`config.mk`:
```
export PLATFORM = sky130hd
export DESIGN_NAME = sound_envelope_pwm
export DESIGN_NICKNAME = d
export VERILOG_FILES = /design/src/rtl/sound_envelope_pwm.sv
export SDC_FILE = /design/constraint.sdc
export NUM_CORES = 1
export LEC_CHECK = 0
export ABC_AREA = 1
export BUFFER_PORTS_ARGS = -buffer_cell sky130_fd_sc_hd__buf_2
export CAP_MARGIN = 15
export CORE_MARGIN = 1.5
export CORE_UTILIZATION = 55
export DETAILED_ROUTE_END_ITERATION = 7
export PLACE_DENSITY = 0.83
export SLEW_MARGIN = 20
export SYNTH_ARGS = -nofsm -noshare
export SYNTH_HDL_FRONTEND = slang
export SYNTH_SLANG_ARGS = --single-unit
```
`constraint.sdc`:
```
create_clock -name iCLK -period 9.29 [get_ports iCLK]
set_clock_uncertainty 0.1 [all_clocks]
set_input_delay 1.858 -clock iCLK [delete_from_list [all_inputs] [get_ports iCLK]]
set_output_delay 1.858 -clock iCLK [all_outputs]
set_load 0.01 [all_outputs]
```
`src/rtl/sound_envelope_pwm.sv`:
```
// Speaker output stage: attack/sustain/release envelope and PWM volume applied
// to the square-wave tone from the melody generator.
module sound_envelope_pwm #(
    parameter int unsigned PWM_BITS     = 8,
    parameter int unsigned STEP_DIV     = 50_000,
    parameter int unsigned SILENCE_CYC  = 100_000,
    parameter int unsigned ATTACK_STEP  = 8,
    parameter int unsigned RELEASE_STEP = 4
) (
    input  logic                iCLK,
    input  logic                iRST_N,
    input  logic                iSOUND,
    input  logic [PWM_BITS-1:0] iVOL,
    input  logic                iMUTE,
    output logic                oSPK,
    output logic [PWM_BITS-1:0] oLEVEL,
    output logic                oBUSY
);

    localparam int unsigned SIL_W = $clog2(SILENCE_CYC + 1);
    localparam int unsigned DIV_W = (STEP_DIV > 1) ? $clog2(STEP_DIV) : 1;
    localparam int unsigned LVL_W = PWM_BITS + 1;
    localparam logic [PWM_BITS-1:0] PWM_LAST = {{(PWM_BITS-1){1'b1}}, 1'b0};

    typedef enum logic [1:0] {
        ST_IDLE,
        ST_ATTACK,
        ST_SUSTAIN,
        ST_RELEASE
    } state_t;

    state_t              state;
    logic                rSnd;
    logic [SIL_W-1:0]    silCnt;
    logic [DIV_W-1:0]    divCnt;
    logic [PWM_BITS-1:0] pwmCnt;

    logic             sndEdge;
    logic             silent;
    logic             tick;
    logic             pwmOn;
    logic [LVL_W-1:0] volExt;
    logic [LVL_W-1:0] lvlExt;
    logic [LVL_W-1:0] attSum;
    logic [LVL_W-1:0] attTick;
    logic [LVL_W-1:0] relTick;
    logic             attDone;

    assign sndEdge = iSOUND ^ rSnd;
    assign silent  = (silCnt == SIL_W'(SILENCE_CYC));
    assign tick    = (divCnt == DIV_W'(STEP_DIV - 1));
    assign pwmOn   = (pwmCnt < oLEVEL);

    // Saturating level arithmetic with one guard bit so nothing wraps.
    assign volExt  = {1'b0, iVOL};
    assign lvlExt  = {1'b0, oLEVEL};
    assign attSum  = lvlExt + LVL_W'(ATTACK_STEP);
    assign attTick = tick ? ((attSum >= volExt) ? volExt : attSum) : lvlExt;
    assign attDone = (attTick >= volExt);
    assign relTick = !tick ? lvlExt :
                     (lvlExt >= LVL_W'(RELEASE_STEP)) ? (lvlExt - LVL_W'(RELEASE_STEP)) : '0;

    // Tone input register, silence detector, step prescaler and PWM counter.
    always_ff @(posedge iCLK) begin
        if (!iRST_N) begin
            rSnd   <= 1'b0;
            silCnt <= SIL_W'(SILENCE_CYC);
            divCnt <= '0;
            pwmCnt <= '0;
            oSPK   <= 1'b0;
        end else begin
            rSnd <= iSOUND;
            if (sndEdge) begin
                silCnt <= '0;
            end else if (!silent) begin
                silCnt <= silCnt + SIL_W'(1);
            end
            divCnt <= tick ? '0 : divCnt + DIV_W'(1);
            pwmCnt <= (pwmCnt == PWM_LAST) ? '0 : pwmCnt + PWM_BITS'(1);
            oSPK   <= rSnd & pwmOn & ~iMUTE;
        end
    end

    // Envelope FSM; oLEVEL and oBUSY are updated alongside the state.
    always_ff @(posedge iCLK) begin
        if (!iRST_N) begin
            state  <= ST_IDLE;
            oLEVEL <= '0;
            oBUSY  <= 1'b0;
        end else begin
            case (state)
                ST_IDLE: begin
                    oLEVEL <= '0;
                    oBUSY  <= sndEdge;
                    if (sndEdge) begin
                        state <= ST_ATTACK;
                    end
                end
                ST_ATTACK: begin
                    oBUSY <= 1'b1;
                    if (silent) begin
                        state <= ST_RELEASE;
                    end else if (attDone) begin
                        state  <= ST_SUSTAIN;
                        oLEVEL <= iVOL;
                    end else begin
                        oLEVEL <= attTick[PWM_BITS-1:0];
                    end
                end
                ST_SUSTAIN: begin
                    oBUSY  <= 1'b1;
                    oLEVEL <= iVOL;
                    if (silent) begin
                        state <= ST_RELEASE;
                    end
                end
                ST_RELEASE: begin
                    // A new note resumes the attack from wherever the level is now.
                    if (sndEdge) begin
                        state <= ST_ATTACK;
                        oBUSY <= 1'b1;
                    end else begin
                        oLEVEL <= relTick[PWM_BITS-1:0];
                        if (relTick == '0) begin
                            state <= ST_IDLE;
                            oBUSY <= 1'b0;
                        end else begin
                            oBUSY <= 1'b1;
                        end
                    end
                end
                default: begin
                    state  <= ST_IDLE;
                    oLEVEL <= '0;
                    oBUSY  <= 1'b0;
                end
            endcase
        end
    end

endmodule

```
==> key figures, run 1 <==
CTS
  – CTS root buffer: clkbuf_8
  – Hold buffers post-CTS: 0
  – Post-CTS Resized: 0
  – Clock Latency Late Sink: 0.30 ns
  – Reg clk slew, reported paths: 0.09 ns
  – CTS tree: done
  – H-Tree Depth: 2
  – Total CTS buffers: 5
  – CTS sink cnt: 54
  – Worst-case clock buffer depth: 2
  – Post-CTS setup buffer count: 0

Pwr
  – Clock share of power: 0.254
  – NetSw: 0.229 mW
  – Seq pwr share: 0.410
  – Max VDD drop: ~0.14 mV
  – LEAKAGE: between 1.5 and 2 nW
  – Total power: 0.638 mW
  – Internal power: 0.409 mW
  – PD cells: 155 mW/mm2
  – Sw frac: 0.359
  – Comb pwr share: 0.336

Drt
  – DRC viols: 0
  – DR vias: between 3,000 and 4,000
  – Vias per cell: 5.47
  – Total detailed-routing wirelength: between 8000 and 9000 um
  – Drt first pass iters: 5
  – Routed Antenna Nets: 0
  – WL per Instance: between 10 and 15 um
  – DR iter-0 viols: between 200 and 250

Setup path
  – CP Capture Type: register
  – Reg2Reg Depth: 27
  – Worst endpoint required time: about 9.4 ns
  – Worst path arrival time: approximately 5 ns
  – Crit Path Max Fanout: 10
  – Crit Path Category: primary input to register
  – Worst Setup Start Kind: primary input

Cells and area
  – Commonest non-fill, non-tap cell in the layout: nand2_1
  – Leading cell types in the layout, fill and taps excluded: nand2_1 (137), inv_1 (81), nor2_1 (66)
  – FF/Latch Area: 0.00108 mm2
  – Area of the multi-input gates: 0.00239 mm2
  – Share of layout cells above drive strength 1: 0.0982
  – P&R area growth vs syn: 7.78%
  – Filler cells: between 600 and 700
  – N_diodes: 0
  – Fin nets: 650

Global route
  – First-pass GRT wire length: between 10,000 and 15,000 um
  – Pin count of the biggest net entering global routing: 17
  – Global-route usage over all layers: 0.242
  – Antenna violations before repair: 0
  – Total grt overflow: 0
  – Via count of the first global-routing pass: 3,536

Synthesis
  – Mux contribution to synthesized area: 0
  – Post-Synth Simple-Gate Area: 0.363
  – Top FF cell, synth: dfxtp_1
  – Synth Area in Adders: 0.121
  – FF+latch count, synth: 54
  – Xor/xnor share of the synthesized area: 0.0320
  – Syn Inst Count: 578
  – Largest family of logic cells by synthesized area: simple AND/OR/NAND/NOR gates
  – Mapped cell area: 0.00383 mm2
  – Post-synthesis compound-gate area fraction: 0.108
  – Ys Warns: 0
  – Ys async rst share: 0
  – Syn Nets: 627
  – Distinct cells, synth: 45
  – Register area share after synthesis: 0.282
  – Synthesized area per cell: about 6.6 um2
  – Count of flip-flops with a built-in enable after synthesis: 0

Floorplanning
  – Site row count: 30
  – Starting density of the core: 0.566
  – Area of the core: ~0.0068 mm2
  – Total die area: between 0.007 and 0.008 mm2
  – IO Count: 22
  – Die X: roughly 86 um
  – Die H: 86.4 um

STA
  – Setup TNS: 0 ns
  – Final hold vios: 0
  – Relative slew slack: 0.508
  – Finish-stage setup viols: 0
  – Fmax: around 0.2 GHz
  – Final min period: slightly below 5 ns
  – RSZ-0062 raised after global routing: no
  – Post-route clock period utilization: 0.525
  – Final slew viol count: 0
  – Tightest Pin Transition: ~0.73 ns

Job
  – Max Cap Viol: 0

Status
  – Status: finished clean

Min path
  – WHS Path Cells: 1
  – Hold Crit Class: register to register

Placed design
  – GPL Wtd Cong: approximately 0.90
  – Detailed Place HPWL: about 6700 um
  – IO Port Bufs: 21
-- per-stage QoR --
stage,instance area (um2),hold WS (ns),setup WS (ns),util,std cells
CTS,4130,0.358,4.46,0.611,681
detailed placement,4010,0.343,4.15,0.594,674
finish,4130,0.356,4.42,0.611,681
global placement,4010,0.332,4.28,0.593,674
floorplan,3830,0.318,4.69,-,578
global route,4130,0.409,4.03,0.611,681
-- critical path: stages --
cell	delay, ns
buf_2	0.09
inv_1	0.08
ha_1	0.31
nand2_1	0.06
inv_1	0.07
nand3_1	0.07
nand3_1	0.07
nand2_1	0.05
nand2_1	0.05
nand2_1	0.12
nand2_1	0.25
nand2_1	0.14
nand2_1	0.12
nand2_1	0.07
ha_1	0.28
a21oi_1	0.12
o21ai_0	0.08
nand2_1	0.06
nand3_1	0.07
nor2_2	0.33
inv_2	0.14
nor2_1	0.14
o21ai_2	0.09
nand3_2	0.09
nand2_1	0.05
inv_1	0.05
nor2_1	0.03
-- power by group through the flow --
stage	Sequential (mW)	Clock (mW)	Combinational, mW
final	0.262	0.162	0.215
after global routing	0.263	0.176	0.249
after CTS	0.261	0.165	0.214
after detailed placement	0.267	0	0.212
after global placement	0.266	0	0.207
after floorplan	0.264	0	0.165
-- worst paths after layout --
kind	to	slack (ns)	startpoint
setup / recovery	state[0]	4.42	iVOL[4]
hold / removal	divCnt[0]	0.36	divCnt[0]
setup reg to reg	state[0]	5.10	oLEVEL[3]
hold reg to reg	divCnt[0]	0.36	divCnt[0]
-- cells in the mapped netlist (all sizes together), types with 3 or more instances --
cell	count	area [um2]
a21oi	48	244
a31oi	3	18.8
buf	3	20.0
dfxtp	54	1080
ha	37	463
inv	86	323
nand2	143	557
nand3	46	245
nand3b	4	42.5
nand4	6	37.5
nor2	73	297
nor3	16	85.1
nor3b	7	57.6
nor4	5	37.5
o21ai	15	78.8
xnor2	4	35.0
xor2	10	87.6
-- cell families after synthesis --
| group | count (synthesis) |
|---|---|
| AO/OA/AOI/OAI | 75 |
| buffers and inverters | 93 |
| AND/OR/NAND/NOR | 305 |
| flip-flops | 54 |
| adder cells (fa/ha/maj) | 37 |
| XOR/XNOR | 14 |
-- metal layers --
metal	vias to the layer above	routed length, um	global-route usage
met2	74	4190	0.440
met3	20	269	0.0381
met4	0	210	0.0836
met1	1714	3870	0.287
li1	1914	-	-
met5	-	0	0
-- cell type report --
type                       instances  share of cell area
timing repair buffer              21              0.0255
tap                               80              0.0243
clock inverter                     1             0.00728
clock buffer                       6              0.0200
multi-input combinational        431               0.581
sequential                        54               0.262
inverter                          88              0.0804
-- flip-flops by register name, summed over array words and instances (netlist names) --
name / cells
oLEVEL: 8
rSnd: 1
silCnt: 17
state: 2
divCnt: 16
oBUSY: 1
oSPK: 1
pwmCnt: 8
No activity file was read; power rests on OpenSTA's default activity.
==> run 2: changes to the inputs <==
Clock period 9.29 ns to 5 ns, I/O delays scaled along.
==> run 2 against run 1 <==
Compared with the run above:
- sequential share of layout area up 0.11 points
- global-route usage down 0.13 points
- clock power up 59%
- hold slack worse by 0.0026 ns
- register-to-register slack worse by 4.3 ns
- count of clock-buffer cells in the layout unchanged
- utilization down 0.26 points
- design area down 0.42%
- sequential cell count unchanged
- cell count up 0.15%
- critical path type is now register to register
- critical endpoint unchanged
- highest routed layer unchanged
==> key figures, run 2 (same netlist as run 1, synthesis figures left out) <==
Floorplanning
  – Die X: 86.4 um
  – Site row count: 30
  – Area of the core: 0.00676 mm2
  – Die H: between 80 and 90 um
  – Starting density of the core: 0.566
  – Total die area: roughly 0.0075 mm2
  – IO Count: 22

Setup path
  – Worst endpoint required time: about 5 ns
  – CP Capture Type: register
  – Worst path arrival time: ~4.3 ns
  – Crit Path Category: register to register
  – Worst Setup Start Kind: register
  – Crit Path Max Fanout: 10

CTS
  – Hold buffers post-CTS: 0
  – Clock Latency Late Sink: around 0.31 ns
  – CTS root buffer: clkbuf_8
  – Total CTS buffers: 5
  – Worst-case clock buffer depth: 2
  – Post-CTS setup buffer count: 0
  – CTS tree: done
  – CTS sink cnt: 54
  – Reg clk slew, reported paths: about 0.10 ns
  – Post-CTS Resized: 0
  – H-Tree Depth: 2

Cells and area
  – Share of layout cells above drive strength 1: 0.0997
  – Leading cell types in the layout, fill and taps excluded: nand2_1 (137), inv_1 (81), nor2_1 (66)
  – Biggest register: silCnt
  – N_diodes: 0
  – Filler cells: 637
  – P&R area growth vs syn: 7.32%
  – Commonest non-fill, non-tap cell in the layout: nand2_1
  – Fin nets: 650
  – Top flop regs: silCnt x17, divCnt x16
  – Largest register FFs: 17

Global route
  – Via count of the first global-routing pass: around 3,500
  – Pin count of the biggest net entering global routing: 17
  – Global-route usage over all layers: 0.240
  – Total grt overflow: 0
  – First-pass GRT wire length: roughly 15,000 um
  – Antenna violations before repair: 0

Drt
  – Drt first pass iters: 7
  – Total detailed-routing wirelength: 8490 um
  – DR iter-0 viols: 251
  – DR vias: approximately 3,700
  – Vias per cell: ~5.4
  – DRC viols: 0
  – WL per Instance: roughly 12 um
  – Routed Antenna Nets: 0

STA
  – Post-route clock period utilization: 0.830
  – Setup TNS: 0 ns
  – Tightest Pin Transition: around 0.73 ns
  – Final slew viol count: 0
  – Relative slew slack: 0.510
  – Final hold vios: 0
  – Finish-stage setup viols: 0
  – RSZ-0062 raised after global routing: no
  – Final min period: a little over 4 ns
  – Worst setup margin: approximately 0.85 ns
  – Fmax: about 0.24 GHz

Job
  – Max Cap Viol: 0

Pwr
  – Max VDD drop: between 0.2 and 0.25 mV
  – LEAKAGE: between 1.5 and 2 nW
  – PD cells: about 280 mW/mm2

Status
  – Status: finished clean

Min path
  – Hold Crit Class: register to register

Placed design
  – DP Worst Slack: ~0.73 ns
  – Detailed Place HPWL: 6670 um
  – IO Port Bufs: 21
  – GPL Wtd Cong: ~0.9
## run 2: changes by cell type in the layout (fill, tap and decap cells not counted), sizes merged
cell / previous run / this run
clkinvlp: 0 / 1
bufinv: 1 / 0
clkinv: 2 / 3
## run 2: report_power, final
group | total (mW) | internal, mW | switching (mW)
sequential | 0.486 | 0.458 | 0.0279
clock | 0.257 | 0.112 | 0.146
combinational | 0.399 | 0.142 | 0.257
## run 2: critical path, cell delays in order (launching register included)
cell and delay, ns:
dfxtp_1 0.44, inv_1 0.19, ha_1 0.39, ha_1 0.32, nand2_1 0.05, inv_1 0.06, nand3_1 0.07, nand3_1 0.07
nand2_1 0.05, nand2_1 0.05, nand2_1 0.11, nand2_1 0.25, nand2_1 0.14, nand2_1 0.11, nand2_1 0.06, ha_1 0.29
a21oi_1 0.13, o21ai_0 0.09, nand2_1 0.06, nand3_1 0.07, nor2_2 0.33, inv_2 0.14, nor2_1 0.16, o21ai_2 0.09
nand3_2 0.09, nand2_1 0.05, inv_1 0.05, nor2_1 0.03
## run 2: final cells by class
| cell class | instances | area [um2] | share of cell area |
|---|---|---|---|
| clock inverter | 2 | 12.5 | 0.00305 |
| multi-input combinational | 431 | 2390 | 0.583 |
| tap | 80 | 100 | 0.0244 |
| inverter | 88 | 332 | 0.0807 |
| timing repair buffer | 21 | 105 | 0.0256 |
| sequential | 54 | 1080 | 0.263 |
| clock buffer | 6 | 82.6 | 0.0201 |
## run 2: routing by layer
metal | GRT usage | vias to the layer above | share of wire
li1 | - | 1910 | -
met1 | 0.292 | 1642 | 0.45
met2 | 0.431 | 82 | 0.49
met3 | 0.0305 | 24 | 0.034
met4 | 0.0924 | 0 | 0.028
met5 | 0 | - | 0
## run 2: worst paths after layout
path / startpoint / to / cells past startpoint / slack [ns]
max reg2reg: oLEVEL[3] / state[0] / 27 / 0.85
max: oLEVEL[3] / state[0] / 27 / 0.85
min reg2reg: divCnt[0] / divCnt[0] / 1 / 0.35
min: divCnt[0] / divCnt[0] / 1 / 0.35
## run 2: metrics by stage
step / power, mW / utilization / hold slack (ns) / area (um2) / std cells
2_1_floorplan: 0.797 / - / 0.318 / 3830 / 578
3_3_place_gp: 0.878 / 0.593 / 0.332 / 4010 / 674
3_5_place_dp: 0.888 / 0.594 / 0.342 / 4010 / 674
4_1_cts: 1.15 / 0.608 / 0.358 / 4110 / 682
5_1_grt: 1.23 / 0.608 / 0.408 / 4110 / 682
6_report: 1.14 / 0.608 / 0.353 / 4110 / 682
==> run 3: changes to the inputs <==
Clock period 5 ns to 4.2 ns, I/O delays scaled along.
==> run 3 against run 2 <==
Compared with the run above:
- wire length about the same
- combinational power up 22%
- first-iteration DRC count is 4.4% lower
- critical path depth decreased by 2
- maximum frequency grew 12%
- critical path type unchanged
- sequential cell count unchanged
- die area did not move
- largest cell class unchanged
- register-to-register slack lost 0.37 ns
- largest power group unchanged
- sequential power increased by 19%
==> key figures, run 3 (same netlist as run 1, synthesis figures left out) <==
Drt
  – DR iter-0 viols: 240
  – Vias per cell: approximately 5.4
  – Routed Antenna Nets: 0
  – DR vias: between 3,000 and 4,000
  – DRC viols: 0
  – Drt first pass iters: 4
  – Total detailed-routing wirelength: 8490 um
  – WL per Instance: approximately 12 um

Placed design
  – Detailed Place HPWL: 6640 um
  – Placed insts: between 600 and 700
  – IO Port Bufs: 21
  – GPL Wtd Cong: a little under 1

Job
  – Max Cap Viol: 0

CTS
  – Worst-case clock buffer depth: 2
  – H-Tree Depth: 2
  – Clock Latency Late Sink: 0.30 ns
  – CTS tree: done
  – Post-CTS Resized: 0
  – Post-CTS setup buffer count: 0
  – CTS sink cnt: 54
  – Hold buffers post-CTS: 0
  – Total CTS buffers: 5
  – CTS root buffer: clkbuf_8
  – Reg clk slew, reported paths: between 0.1 and 0.15 ns

Setup path
  – Worst endpoint required time: 4.30 ns
  – CP max-delay cell: dfxtp_1
  – Crit Path Category: register to register
  – Worst path arrival time: 3.83 ns
  – Critical path buffer and inverter count: 3
  – Crit path largest cell delay: approximately 0.47 ns
  – CP most frequent cell: nand2_1
  – Worst Setup Start Kind: register
  – CP Capture Type: register
  – Crit Path Max Fanout: 9
  – CP top delay family: simple AND/OR/NAND/NOR gates

Cells and area
  – Commonest non-fill, non-tap cell in the layout: nand2_1
  – N_diodes: 0
  – Post-route insts no fill: 686
  – Largest register FFs: 17
  – Fin nets: around 650
  – Biggest register: silCnt
  – Leading cell types in the layout, fill and taps excluded: nand2_1 (136), inv_1 (81), nor2_1 (66)
  – P&R area growth vs syn: 8.57%
  – Top flop regs: silCnt x17, divCnt x16
  – Share of layout cells above drive strength 1: 0.106
  – Filler cells: 622

Pwr
  – Seq pwr share: 0.408
  – Sw frac: 0.365
  – Max VDD drop: about 0.17 mV
  – Internal power: 0.896 mW
  – Comb pwr share: 0.344
  – NetSw: ~0.52 mW
  – PD cells: 340 mW/mm2
  – LEAKAGE: around 2 nW
  – Clock share of power: 0.248
  – Total power: 1.41 mW

Floorplanning
  – Die X: around 86 um
  – Total die area: between 0.007 and 0.008 mm2
  – Site row count: 30
  – Die H: 86.4 um
  – IO Count: 22
  – Starting density of the core: 0.566
  – Area of the core: 0.00676 mm2

STA
  – Post-route clock period utilization: 0.886
  – Final hold slack: 0.354 ns
  – RSZ-0062 raised after global routing: no
  – Relative slew slack: 0.464
  – Final hold vios: 0
  – Final slew viol count: 0
  – Final min period: roughly 3.7 ns
  – Setup TNS: 0 ns
  – Fmax: approximately 0.27 GHz
  – Tightest Pin Transition: ~0.8 ns
  – Finish-stage setup viols: 0

Min path
  – Hold Crit Class: register to register

Global route
  – Via count of the first global-routing pass: between 3,000 and 4,000
  – First-pass GRT wire length: between 10,000 and 15,000 um
  – Pin count of the biggest net entering global routing: 17
  – Global-route usage over all layers: 0.237
  – Antenna violations before repair: 0
  – Total grt overflow: 0

Status
  – Status: finished clean
## run 3: per-stage QoR
step	setup slack [ns]	util	area [um2]
after floorplan	0.622	-	3830
after global placement	0.405	0.597	4040
after detailed placement	0.317	0.598	4040
after CTS	0.410	0.615	4150
after global routing	0.0969	0.615	4160
final	0.477	0.615	4160
## run 3: path summary, 6_finish.rpt
check | start | to | slack [ns] | depth (start not counted)
worst max register to register | oLEVEL[3] | oLEVEL[4] | 0.48 | 25
worst max-delay path | oLEVEL[3] | oLEVEL[4] | 0.48 | 25
worst min register to register | divCnt[0] | divCnt[0] | 0.35 | 1
worst min-delay path | divCnt[0] | divCnt[0] | 0.35 | 1
## run 3: cell type report
cell class | instances | area, um2 | area share
Multi-Input combinational cell | 431 | 2400 | 0.577
Sequential cell | 54 | 1080 | 0.260
Inverter | 88 | 332 | 0.0798
Timing Repair Buffer | 25 | 135 | 0.0325
Tap cell | 80 | 100 | 0.0241
Clock buffer | 6 | 72.6 | 0.0175
Clock inverter | 2 | 37.5 | 0.00903
## run 3: power by group through the flow
stage	Sequential (mW)	Clock [mW]	Combinational, mW
CTS	0.575	0.357	0.480
floorplan	0.584	0	0.364
global placement	0.586	0	0.466
detailed placement	0.587	0	0.477
finish	0.576	0.350	0.486
global route	0.580	0.376	0.557
## run 3: metal layers
layer  track usage  vias up  part of all wire
met3        0.0295       12             0.033
met5             0        -                 0
met2         0.439       60              0.50
met1         0.288     1711              0.45
li1              -     1923                 -
met4        0.0660        0             0.011
## run 3: worst reg2reg max path, stage by stage, from the launching register on
cell and delay [ns]:
dfxtp_1 0.47, inv_1 0.10, ha_1 0.35, ha_1 0.32
nand2_1 0.05, inv_1 0.07, nand3_1 0.07, nand3_1 0.07
nand2_1 0.05, nand2_1 0.05, nand2_1 0.13, nand2_2 0.18
nand2_1 0.08, nand3_1 0.09, nand2_1 0.06, ha_1 0.28
a21o_1 0.16, a21oi_1 0.13, nand3_1 0.10, nor2_2 0.16
buf_4 0.19, nand3_1 0.11, nand2_1 0.08, nand2_1 0.06
nand2_1 0.06, a21oi_1 0.06
